### config.mk
export PLATFORM = sky130hd
export DESIGN_NAME = next_x_step
export DESIGN_NICKNAME = d
export VERILOG_FILES = /design/src/rtl/next_x_step_pkg.sv /design/src/rtl/adder.sv /design/src/rtl/fp_halve.sv /design/src/rtl/mul.sv /design/src/rtl/next_x_step.sv
export SDC_FILE = /design/constraint.sdc
export NUM_CORES = 2
export LEC_CHECK = 0
export CELL_PAD_IN_SITES_DETAIL_PLACEMENT = 0
export CELL_PAD_IN_SITES_GLOBAL_PLACEMENT = 1
export CORE_ASPECT_RATIO = 1.1
export CORE_MARGIN = 10
export CORE_UTILIZATION = 43
export CTS_BUF_LIST = sky130_fd_sc_hd__clkbuf_4 sky130_fd_sc_hd__clkbuf_8
export CTS_CLUSTER_DIAMETER = 40
export DETAILED_ROUTE_END_ITERATION = 6
export PLACE_DENSITY = 0.92
export SLEW_MARGIN = 30
export SYNTH_ARGS = -nofsm -noshare
export SYNTH_HDL_FRONTEND = slang
export SYNTH_SLANG_ARGS = --single-unit
### constraint.sdc
create_clock -name clk -period 26.8 [get_ports clk]
set_input_delay 2.68 -clock clk [delete_from_list [all_inputs] [get_ports clk]]
set_output_delay 2.68 -clock clk [all_outputs]
set_load 0.01 [all_outputs]
### src/rtl/next_x_step_pkg.sv
// Shared types and constants for the next_x_step engine: FSM states, FP constants, dimensions.
package next_x_step_pkg;

  typedef enum logic [2:0] {StIdle, StMul, StAcc, StDamp, StSub, StOut} state_t;

  localparam logic [31:0] FP_ZERO    = 32'h0000_0000;
  localparam logic [31:0] FP_QNAN    = 32'h7FC0_0000;
  localparam logic [7:0]  FP_EXP_MAX = 8'hFF;

  localparam int unsigned N_X = 3;
  localparam int unsigned N_F = 4;

  function automatic logic is_nan(input logic [31:0] v);
    return (v[30:23] == FP_EXP_MAX) && (v[22:0] != '0);
  endfunction

  function automatic logic is_inf(input logic [31:0] v);
    return (v[30:23] == FP_EXP_MAX) && (v[22:0] == '0);
  endfunction

endpackage

### src/rtl/adder.sv
// Single-precision adder/subtractor core (s = a + b, or a - b when sub), truncating,
// denormals flushed to zero. The sum is valid in the Lat-th cycle of stable operands.
module adder
  import next_x_step_pkg::*;
#(
  parameter int unsigned Lat = 2
) (
  input  logic        clk,
  input  logic [31:0] a,
  input  logic [31:0] b,
  input  logic        sub,
  output logic [31:0] s
);

  logic [31:0] r;

  always_comb begin
    logic [31:0] bb, big, sml;
    logic [27:0] mb, ms, sum;
    logic [7:0]  sh;
    int          e;
    bb  = b ^ {sub, 31'b0};
    big = a;
    sml = bb;
    mb  = '0;
    ms  = '0;
    sum = '0;
    sh  = '0;
    e   = 0;
    r   = FP_ZERO;
    if (is_nan(a) || is_nan(bb) || (is_inf(a) && is_inf(bb) && a[31] != bb[31])) begin
      r = FP_QNAN;
    end else if (is_inf(a)) begin
      r = a;
    end else if (is_inf(bb)) begin
      r = bb;
    end else if (a[30:23] == 8'h00) begin
      r = (bb[30:23] == 8'h00) ? FP_ZERO : bb;
    end else if (bb[30:23] == 8'h00) begin
      r = a;
    end else begin
      if (a[30:0] < bb[30:0]) begin
        big = bb;
        sml = a;
      end
      sh = big[30:23] - sml[30:23];
      // Hidden bit at [26], three guard bits below the mantissa, carry room at [27].
      mb = {2'b01, big[22:0], 3'b000};
      ms = (sh > 8'd26) ? '0 : ({2'b01, sml[22:0], 3'b000} >> sh);
      e  = int'(big[30:23]);
      if (big[31] == sml[31]) begin
        sum = mb + ms;
        if (sum[27]) begin
          sum = sum >> 1;
          e   = e + 1;
        end
      end else begin
        sum = mb - ms;
        for (int i = 0; i < 26; i++) begin
          if (sum != '0 && !sum[26]) begin
            sum = sum << 1;
            e   = e - 1;
          end
        end
      end
      if (sum == '0)   r = FP_ZERO;
      else if (e >= 255) r = {big[31], FP_EXP_MAX, 23'b0};
      else if (e <= 0)   r = {big[31], 31'b0};
      else               r = {big[31], e[7:0], sum[25:3]};
    end
  end

  if (Lat <= 1) begin : g_comb
    assign s = r;
  end else begin : g_pipe
    logic [31:0] pipe_q [Lat-1];
    always_ff @(posedge clk) begin
      pipe_q[0] <= r;
      for (int i = 1; i < int'(Lat) - 1; i++) pipe_q[i] <= pipe_q[i-1];
    end
    assign s = pipe_q[Lat-2];
  end

endmodule

### src/rtl/fp_halve.sv
// Combinational halving of a single-precision value by exponent decrement.
// Zero/denormal and Inf/NaN pass through; the smallest normal exponent collapses to signed zero.
module fp_halve
  import next_x_step_pkg::*;
(
  input  logic [31:0] a,
  output logic [31:0] y
);

  always_comb begin
    y = a;
    if (a[30:23] == 8'h01) begin
      y = {a[31], 31'b0};
    end else if (a[30:23] != 8'h00 && a[30:23] != FP_EXP_MAX) begin
      y = {a[31], a[30:23] - 8'd1, a[22:0]};
    end
  end

endmodule

### src/rtl/mul.sv
// Single-precision multiplier core, truncating, denormals flushed to zero.
// The product is valid in the Lat-th cycle of stable operands.
module mul
  import next_x_step_pkg::*;
#(
  parameter int unsigned Lat = 2
) (
  input  logic        clk,
  input  logic [31:0] a,
  input  logic [31:0] b,
  output logic [31:0] p
);

  logic [31:0] r;

  always_comb begin
    logic        sgn;
    logic [47:0] prod;
    int          e;
    sgn  = a[31] ^ b[31];
    prod = '0;
    e    = 0;
    r    = FP_ZERO;
    if (is_nan(a) || is_nan(b)) begin
      r = FP_QNAN;
    end else if ((is_inf(a) && b[30:23] == 8'h00) || (is_inf(b) && a[30:23] == 8'h00)) begin
      r = FP_QNAN;
    end else if (is_inf(a) || is_inf(b)) begin
      r = {sgn, FP_EXP_MAX, 23'b0};
    end else if (a[30:23] == 8'h00 || b[30:23] == 8'h00) begin
      r = {sgn, 31'b0};
    end else begin
      prod = 48'({1'b1, a[22:0]}) * 48'({1'b1, b[22:0]});
      e    = int'(a[30:23]) + int'(b[30:23]) - 127;
      if (prod[47]) begin
        prod = prod >> 1;
        e    = e + 1;
      end
      if (e >= 255)    r = {sgn, FP_EXP_MAX, 23'b0};
      else if (e <= 0) r = {sgn, 31'b0};
      else             r = {sgn, e[7:0], prod[45:23]};
    end
  end

  if (Lat <= 1) begin : g_comb
    assign p = r;
  end else begin : g_pipe
    logic [31:0] pipe_q [Lat-1];
    always_ff @(posedge clk) begin
      pipe_q[0] <= r;
      for (int i = 1; i < int'(Lat) - 1; i++) pipe_q[i] <= pipe_q[i-1];
    end
    assign p = pipe_q[Lat-2];
  end

endmodule

### src/rtl/next_x_step.sv
// Sequential Newton/Broyden step: next_x = x - invJ*f on one shared mul and one shared adder.
// Optional step halving is enabled by defining NEXT_X_STEP_DAMP_EN.
module next_x_step
  import next_x_step_pkg::*;
#(
  parameter int unsigned CORE_LAT = 2
) (
  input  logic         clk,
  input  logic         rst,
  input  logic         in_valid,
  output logic         in_ready,
  input  logic [383:0] invJ,
  input  logic [127:0] f,
  input  logic [95:0]  x,
  output logic         out_valid,
  input  logic         out_ready,
  output logic [95:0]  next_x,
  output logic         nan_flag
);

  state_t      state_q, state_d;
  logic [7:0]  lat_q, lat_d;
  logic [1:0]  row_q, row_d, col_q, col_d;
  logic [31:0] acc_q, acc_d, p_q, p_d;
  logic        out_valid_q, out_valid_d;
  logic        cap_en, nx_we, lat_done;

  logic [31:0] invj_q   [N_X*N_F];
  logic [31:0] f_q      [N_F];
  logic [31:0] x_q      [N_X];
  logic [31:0] next_x_q [N_X];

  logic [31:0] mul_p, add_a, add_b, add_s;
  logic        add_sub;

  mul #(.Lat(CORE_LAT)) u_mul (
    .clk (clk),
    .a   (invj_q[{row_q, col_q}]),
    .b   (f_q[col_q]),
    .p   (mul_p)
  );

  adder #(.Lat(CORE_LAT)) u_adder (
    .clk (clk),
    .a   (add_a),
    .b   (add_b),
    .sub (add_sub),
    .s   (add_s)
  );

`ifdef NEXT_X_STEP_DAMP_EN
  logic [31:0] acc_half;
  fp_halve u_halve (
    .a (acc_q),
    .y (acc_half)
  );
`endif

  assign lat_done  = (lat_q == 8'(CORE_LAT - 1));
  assign in_ready  = (state_q == StIdle);
  assign out_valid = out_valid_q;

  always_comb begin
    add_a   = acc_q;
    add_b   = p_q;
    add_sub = 1'b0;
    if (state_q == StSub) begin
      add_a   = x_q[row_q];
      add_b   = acc_q;
      add_sub = 1'b1;
    end
  end

  always_comb begin
    state_d     = state_q;
    lat_d       = lat_q;
    row_d       = row_q;
    col_d       = col_q;
    acc_d       = acc_q;
    p_d         = p_q;
    out_valid_d = out_valid_q;
    cap_en      = 1'b0;
    nx_we       = 1'b0;
    if (state_q == StMul || state_q == StAcc || state_q == StSub) begin
      lat_d = lat_done ? 8'd0 : lat_q + 8'd1;
    end
    unique case (state_q)
      StIdle: begin
        if (in_valid) begin
          cap_en  = 1'b1;
          row_d   = '0;
          col_d   = '0;
          acc_d   = FP_ZERO;
          lat_d   = '0;
          state_d = StMul;
        end
      end
      StMul: begin
        if (lat_done) begin
          p_d     = mul_p;
          state_d = StAcc;
        end
      end
      StAcc: begin
        if (lat_done) begin
          acc_d = add_s;
          if (col_q != 2'd3) begin
            col_d   = col_q + 2'd1;
            state_d = StMul;
          end else begin
`ifdef NEXT_X_STEP_DAMP_EN
            state_d = StDamp;
`else
            state_d = StSub;
`endif
          end
        end
      end
`ifdef NEXT_X_STEP_DAMP_EN
      StDamp: begin
        acc_d   = acc_half;
        state_d = StSub;
      end
`endif
      StSub: begin
        if (lat_done) begin
          nx_we = 1'b1;
          acc_d = FP_ZERO;
          col_d = '0;
          if (row_q != 2'd2) begin
            row_d   = row_q + 2'd1;
            state_d = StMul;
          end else begin
            state_d = StOut;
          end
        end
      end
      StOut: begin
        // out_valid rises one cycle after entering OUT, then waits for the handshake.
        if (!out_valid_q) begin
          out_valid_d = 1'b1;
        end else if (out_ready) begin
          out_valid_d = 1'b0;
          state_d     = StIdle;
        end
      end
      default: state_d = StIdle;
    endcase
  end

  always_ff @(posedge clk) begin
    if (rst) begin
      state_q     <= StIdle;
      lat_q       <= '0;
      row_q       <= '0;
      col_q       <= '0;
      acc_q       <= FP_ZERO;
      p_q         <= FP_ZERO;
      out_valid_q <= 1'b0;
      for (int i = 0; i < int'(N_X); i++) next_x_q[i] <= FP_ZERO;
    end else begin
      state_q     <= state_d;
      lat_q       <= lat_d;
      row_q       <= row_d;
      col_q       <= col_d;
      acc_q       <= acc_d;
      p_q         <= p_d;
      out_valid_q <= out_valid_d;
      if (nx_we) next_x_q[row_q] <= add_s;
    end
  end

  always_ff @(posedge clk) begin
    if (cap_en) begin
      for (int k = 0; k < int'(N_X * N_F); k++) invj_q[k] <= invJ[32*k +: 32];
      for (int j = 0; j < int'(N_F); j++) f_q[j] <= f[32*j +: 32];
      for (int i = 0; i < int'(N_X); i++) x_q[i] <= x[32*i +: 32];
    end
  end

  always_comb begin
    nan_flag = 1'b0;
    next_x   = '0;
    for (int i = 0; i < int'(N_X); i++) begin
      next_x[32*i +: 32] = next_x_q[i];
      if (next_x_q[i][30:23] == FP_EXP_MAX) nan_flag = 1'b1;
    end
  end

endmodule

# After elaboration in Yosys (flattened, before gate mapping)

Memory sizes are Yosys's and may differ from the RTL's. A register that Yosys moved wholly into a read port is not among the register bits.
Index checks and enable logic that the tools add are counted.

Logic and storage cells: 653
Bits in registers: 48
Memories: 6
Bits in writable memories: 768

Memory list:

| name                  | words | width | read ports | clocked after memory_dff | wr ports | line              | source |
|---|---|---|---|---|---|---|---|
| invj_q                | 12    | 32    | 1          | 0                        | 12       | next_x_step.sv:28 | `logic [31:0] invj_q [N_X*N_F];` |
| f_q                   | 4     | 32    | 1          | 1                        | 4        | next_x_step.sv:29 | `logic [31:0] f_q [N_F];` |
| next_x_q              | 3     | 32    | 3          | 0                        | 3        | next_x_step.sv:31 | `logic [31:0] next_x_q [N_X];` |
| x_q                   | 3     | 32    | 1          | 1                        | 3        | next_x_step.sv:30 | `logic [31:0] x_q [N_X];` |
| u_adder.g_pipe.pipe_q | 1     | 32    | 1          | 0                        | 1        | adder.sv:76       | `logic [31:0] pipe_q [Lat-1];` |
| u_mul.g_pipe.pipe_q   | 1     | 32    | 1          | 1                        | 1        | mul.sv:48         | `logic [31:0] pipe_q [Lat-1];` |

Shift operators: 1
$mul: 1
Reduce and logical (&&, ||, !) cells: 120
Mux-type cells: 451
Bitwise operators: 2
Magnitude comparators: 6
Equality and inequality tests: 24
$add $sub $neg: 36

Operators with widths:

| cell                  | number |
|---|---|
| $mux 32               | 215 |
| $mux 28               | 183 |
| $sub 32x2->32 const B | 25 |
| $reduce_bool 28->1    | 26 |
| $mux 31               | 6 |
| $pmux 32 s3           | 1 |
| $logic_not 23->1      | 4 |
| $reduce_bool 23->1    | 4 |
| $ge 32x9->1 const B   | 2 |
| $le 32x1->1 const B   | 2 |
| $eq 8x8->1 const B    | 7 |
| $mul 24x24->48        | 1 |
| $mux 46               | 1 |
| $logic_and 1x1->1     | 38 |
| $add 32x2->32 const B | 1 |
| $logic_not 8->1       | 4 |
| $mux 8                | 4 |
| $reduce_or 32->1      | 1 |
| $sub 32x8->32 const B | 1 |
| $xor 32x32->32        | 1 |
| $lt 31x31->1          | 1 |
| $add 27x28->28        | 1 |
| $logic_not 28->1      | 1 |
| $shr 27x8->28         | 1 |
| 33 further kinds      | 110 |

# Logic depth before layout (Yosys ltp)

Depth in word-level cells: 257
Mapped depth: 134

# By module

Synthesis repeated with hierarchy kept, for this count alone.

Cell total of the unflattened synthesis: 9,497
Area, all modules: 86,006.2 um^2

By module, submodules not included:

| module      | area each (um^2) | seq. area each (um^2) | times used | cells each |
|---|---|---|---|---|
| adder       | 35,327.6         | 640.6                 | 1          | 5,367 |
| next_x_step | 30,307.8         | 22,821.9              | 1          | 1,805 |
| mul         | 20,370.8         | 640.6                 | 1          | 2,325 |

# Least setup slack after synthesis

OpenSTA, ideal clock, no wires.

Path type: register to register
Start: register state_q[1]
End: memory u_adder.g_pipe.pipe_q[0][7]
Slack: -0.291 ns
Library setup time: 0.117 ns
Path buffers: 15
Cell stages (with the launch flop): 124
Arrival: 26.975 ns
Data required time: 26.683 ns
Path through: dfxtp_1 > clkbuf_1 > or3b_1 > buf_2 > buf_2 > buf_2 > buf_1 > mux2i_1 > ha_1 > clkbuf_1 > nand4_1 > nor2_1 > nand4_1 > or4_1 > and3_4 > mux2i_4 > ha_1 > or2_2 > [88 not listed] > o211ai_1 > o32a_1 > a2111oi_2 > xor2_1 > or4_1 > a2111o_1 > o31a_1 > o21ai_2 > nand2_1 > or4_4 > nor4_2 > xnor3_1 > a31oi_1 > o21ai_2 > and2_4 > and3_1 > buf_4 > a22o_1

Cells in the longest elaborated chain, start to end: 257
Elaborated cells between the ends (all ways): 525
Those cells by class: 30 x add/sub; 4 x order compare; 5 x eq/ne; 1 x shift; 391 x mux; 1 x bitwise; 93 x reduce/logical

RTL lines:

| what                                                   | line               | source |
|---|---|---|
| from (decl)                                            | next_x_step.sv:21  | `state_t state_q, state_d;` |
| from (signal assigned)                                 | next_x_step.sv:153 | `state_q <= StIdle;` |
| from (signal assigned)                                 | next_x_step.sv:162 | `state_q <= state_d;` |
| $eq 3x3->1 *                                           | next_x_step.sv:67  | `if (state_q == StSub) begin` |
| branches (longest 255 deep; another with $lt 31x31->1) | --                 |  |
| $mux 32 *                                              | adder.sv:31        | `if (is_nan(a) \|\| is_nan(bb) \|\| (is_inf(a) && is_inf(bb) && a[31] != bb[31])) begin` |
| to (decl)                                              | adder.sv:76        |  |

Every way passes the cells marked *. The select of a mux whose other input is x is not followed.

# Final worst setup path

Start: register state_q[1]
End: memory u_adder.g_pipe.pipe_q[0][18]

Same word-level chain as after synthesis.

==> results.md <==
- Run status: finished with violations
- Failing checks: design-rule violations
- Critical Path AT: 27.12 ns
- Layout area overhead: 19.9%
- Final setup vio count: 0
- Biggest area consumer among synthesized cells: edfxtp_1
- Net count after synthesis: 11.0k
- Post-synth cell types: 147
- Drt first pass iters: 7
- Starting Density: 43.1%
- Clock-pin slew on the worst setup and hold paths: 0.07 ns
- Root buf cell: clkbuf_8
- Via density: 6.25
- Die Y: 489 um
- Crit path time final: 26.31 ns
- Antenna violations before repair: 56
- Cts bufs inserted: 120
- Fillers: 17.6k
- Core Region: 199000 um^2
- Total wire length: 334000 um
- Iteration-0 DRC Markers: 10.3k
- First-pass GRT wire length: 492000 um
- GR Overflow Total: 0
- Seq/Total Area, Yosys: 28.0%
- Design Area, Final: 103000 um^2
- CP max-delay cell: or4_4
- WL/cell: 25.5 um
- Via count: 82.1k
- Total track usage: 29.0%
- FF/Latch Area: 24100 um^2
- Synth top area share: 24.6%
- Async SR Flop Fraction: 0%
- Most used cell, CP: nand2_1
- CTS Hold Bufs: 0
- Fin worst setup slack: 0.490 ns
- Pre-CTS setup slack: -0.796 ns
- Ys flop type: edfxtp_1
- Most instantiated cells after synthesis: 1192 x nand2_1, 778 x nor2_1, 704 x edfxtp_1, 704 x inv_1, 493 x a21oi_1
- CP Class: register to register
- Die X: 446 um
- H-tree levels: 3
- Synthesized flop and latch total: 852
- PortBufs: 710
- Max_slew headroom: 22.5%
- Placed inst area: 97500 um^2
- Hpwl dp: 260000 um
- Post-route ant nets: 0
- Synth warn: 0
- IO Pins: 711
- Fmax: 0.0380 GHz
- Cell family with the largest share of critical-path delay: simple AND/OR/NAND/NOR gates
- Post-Route Skew: 0.0932 ns
- Clock buffer depth: 3
- Share of cells above drive strength 1: 13.5%
- Die area: 218000 um^2
- Max Cap Viol: 0
- Mapped Avg Cell Area: 8.98 um^2
- Tcrit/Tclk final: 98.2%
- Sum Neg Setup Slack: 0 ns
- Placer Congestion: 1.12
- CP Launch Type: register
- Pins Over Slew Limit: 0
- Synth Cell Area: 85900 um^2
- Critical path's largest stage delay: 0.56 ns
- Largest net degree at the start of global routing: 160
- Worst path buffer plus inverter count: 9
- Nets: 11.8k
- Most frequent cell after synthesis: nand2_1
- Worst skew pair latency: 0.90 ns
- Post-synth EDFFs: 704
- Worst hold path type: register to register
- Synth top area cells: edfxtp_1 25%, fa_1 11%, nand2_1 5.2%, ha_1 4.3%, xnor2_1 4.0%
- Sink Count: 852
- Vias in the first global route: 79.2k
- Hold Fails Final Rpt: 0
- Crit end category: register
- Detailed-route DRC error count: 20
- Crit-path max FO: 38
- Footprint of the multi-input gates: 59400 um^2
- Core Util, Final: 51.7%
- Syn Inst Count: 9568
- Crit path required time: 27.61 ns
- Placement Rows: 172
- Slew @ Worst Pin: 1.15 ns
- CTS tree: yes
## cells in the final DEF, fill, tap and decap left out, types with 37 or more instances in the layout
cell type / count
nor3_1: 231
and2_1: 112
mux4_2: 133
a21oi_1: 474
mux2_2: 79
dfxtp_1: 141
nand2b_1: 73
buf_4: 411
nand4_1: 172
o211ai_1: 80
clkbuf_8: 132
o31ai_1: 41
or3_1: 71
nand3_1: 313
clkdlybuf4s50_1: 709
nor4_1: 97
xnor2_1: 345
o21bai_1: 42
xor2_1: 164
nor2b_1: 175
mux2i_1: 262
and4_1: 37
a211oi_1: 73
edfxtp_1: 704
a21o_1: 72
o21ai_1: 60
inv_1: 701
ha_1: 283
or2_2: 52
o21ai_0: 297
nand2_1: 1180
xnor2_2: 59
fa_1: 483
nor2_1: 751
a31oi_1: 74
o21a_1: 57
and3_1: 193
## state kept, by name, summed over array words and instances, names as in the netlist, named ones only
| signal | cells |
|---|---|
| acc_q | 32 |
| col_q | 2 |
| f_q | 128 |
| invj_q | 384 |
| lat_q | 8 |
| next_x_q | 96 |
| out_valid | 1 |
| p_q | 32 |
| row_q | 2 |
| state_q | 3 |
| u_adder.g_pipe.pipe_q | 32 |
| u_mul.g_pipe.pipe_q | 32 |
| x_q | 96 |
## area by class of cell
| cell class | count | area share [%] |
|---|---|---|
| flip-flops and latches | 852 | 23.4 |
| clock buffers | 167 | 2.02 |
| multi-input cells | 7540 | 57.7 |
| inverters | 711 | 2.60 |
| repair buffers | 1163 | 10.5 |
| diodes | 35 | 0.0850 |
| clock inverters | 55 | 0.511 |
| well taps | 2610 | 3.17 |
## timing repair
| action | in CTS | in global routing |
|---|---|---|
| pin swaps | 11 | 82 |
| gates cloned | 0 | 9 |
| endpoints found under the hold margin | 0 | 0 |
| setup buffers | 19 | 66 |
| resized for setup | 40 | 341 |
| endpoints found under the setup margin | 31 | 31 |
## cells by family after synthesis
logic type	after synthesis	synth area share, %
AO/OA/AOI/OAI	1840	14.4
XOR/XNOR	610	6.62
adder cells (fa/ha/maj)	782	15.6
buffers and inverters	1178	5.44
flip-flops	852	28.0
multiplexers	494	7.84
AND/OR/NAND/NOR	3812	22.0
## metrics by stage
stage          std cells  hold WS, ns
2_1_floorplan       9568        0.422
3_3_place_gp       12779        0.432
3_5_place_dp       12780        0.428
4_1_cts            13021        0.365
5_1_grt            13126        0.415
6_report           13133        0.381
## metal layers
layer  global-route usage, %  part of all wire, %  up-vias  wire length, um
met5                  0.0870                0.048        -              161
met3                    8.28                   12     1218            39300
met1                    35.5                   37    39686           122000
met2                    46.7                   46     5149           153000
li1                        -                    -    35977                -
met4                    14.4                  5.9       22            19900
## path summary, 6_finish.rpt
path,startpoint,endpoint,slack [ns],cells past startpoint
setup / recovery,state_q[1]$_SDFFE_PP0P_,u_adder.g_pipe.pipe_q[0][18]$_SDFF_PP0_,0.49,98
hold / removal,u_mul.g_pipe.pipe_q[0][4]$_SDFF_PP0_,p_q[4]$_SDFFE_PP0P_,0.38,2
setup reg to reg,state_q[1]$_SDFFE_PP0P_,u_adder.g_pipe.pipe_q[0][18]$_SDFF_PP0_,0.49,98
hold reg to reg,u_mul.g_pipe.pipe_q[0][4]$_SDFF_PP0_,p_q[4]$_SDFFE_PP0P_,0.38,2
## worst min-delay path, delay by kind of cell, from the launching register on
kind,cells,cell delay (ns)
DFF,1,0.30
and+or+nand+nor,1,0.05
AOI/OAI and AO/OA,1,0.05
Power is left out: the tool's default activity adds up to more than one toggle a clock period on the data nets, which glitch-free logic cannot reach.
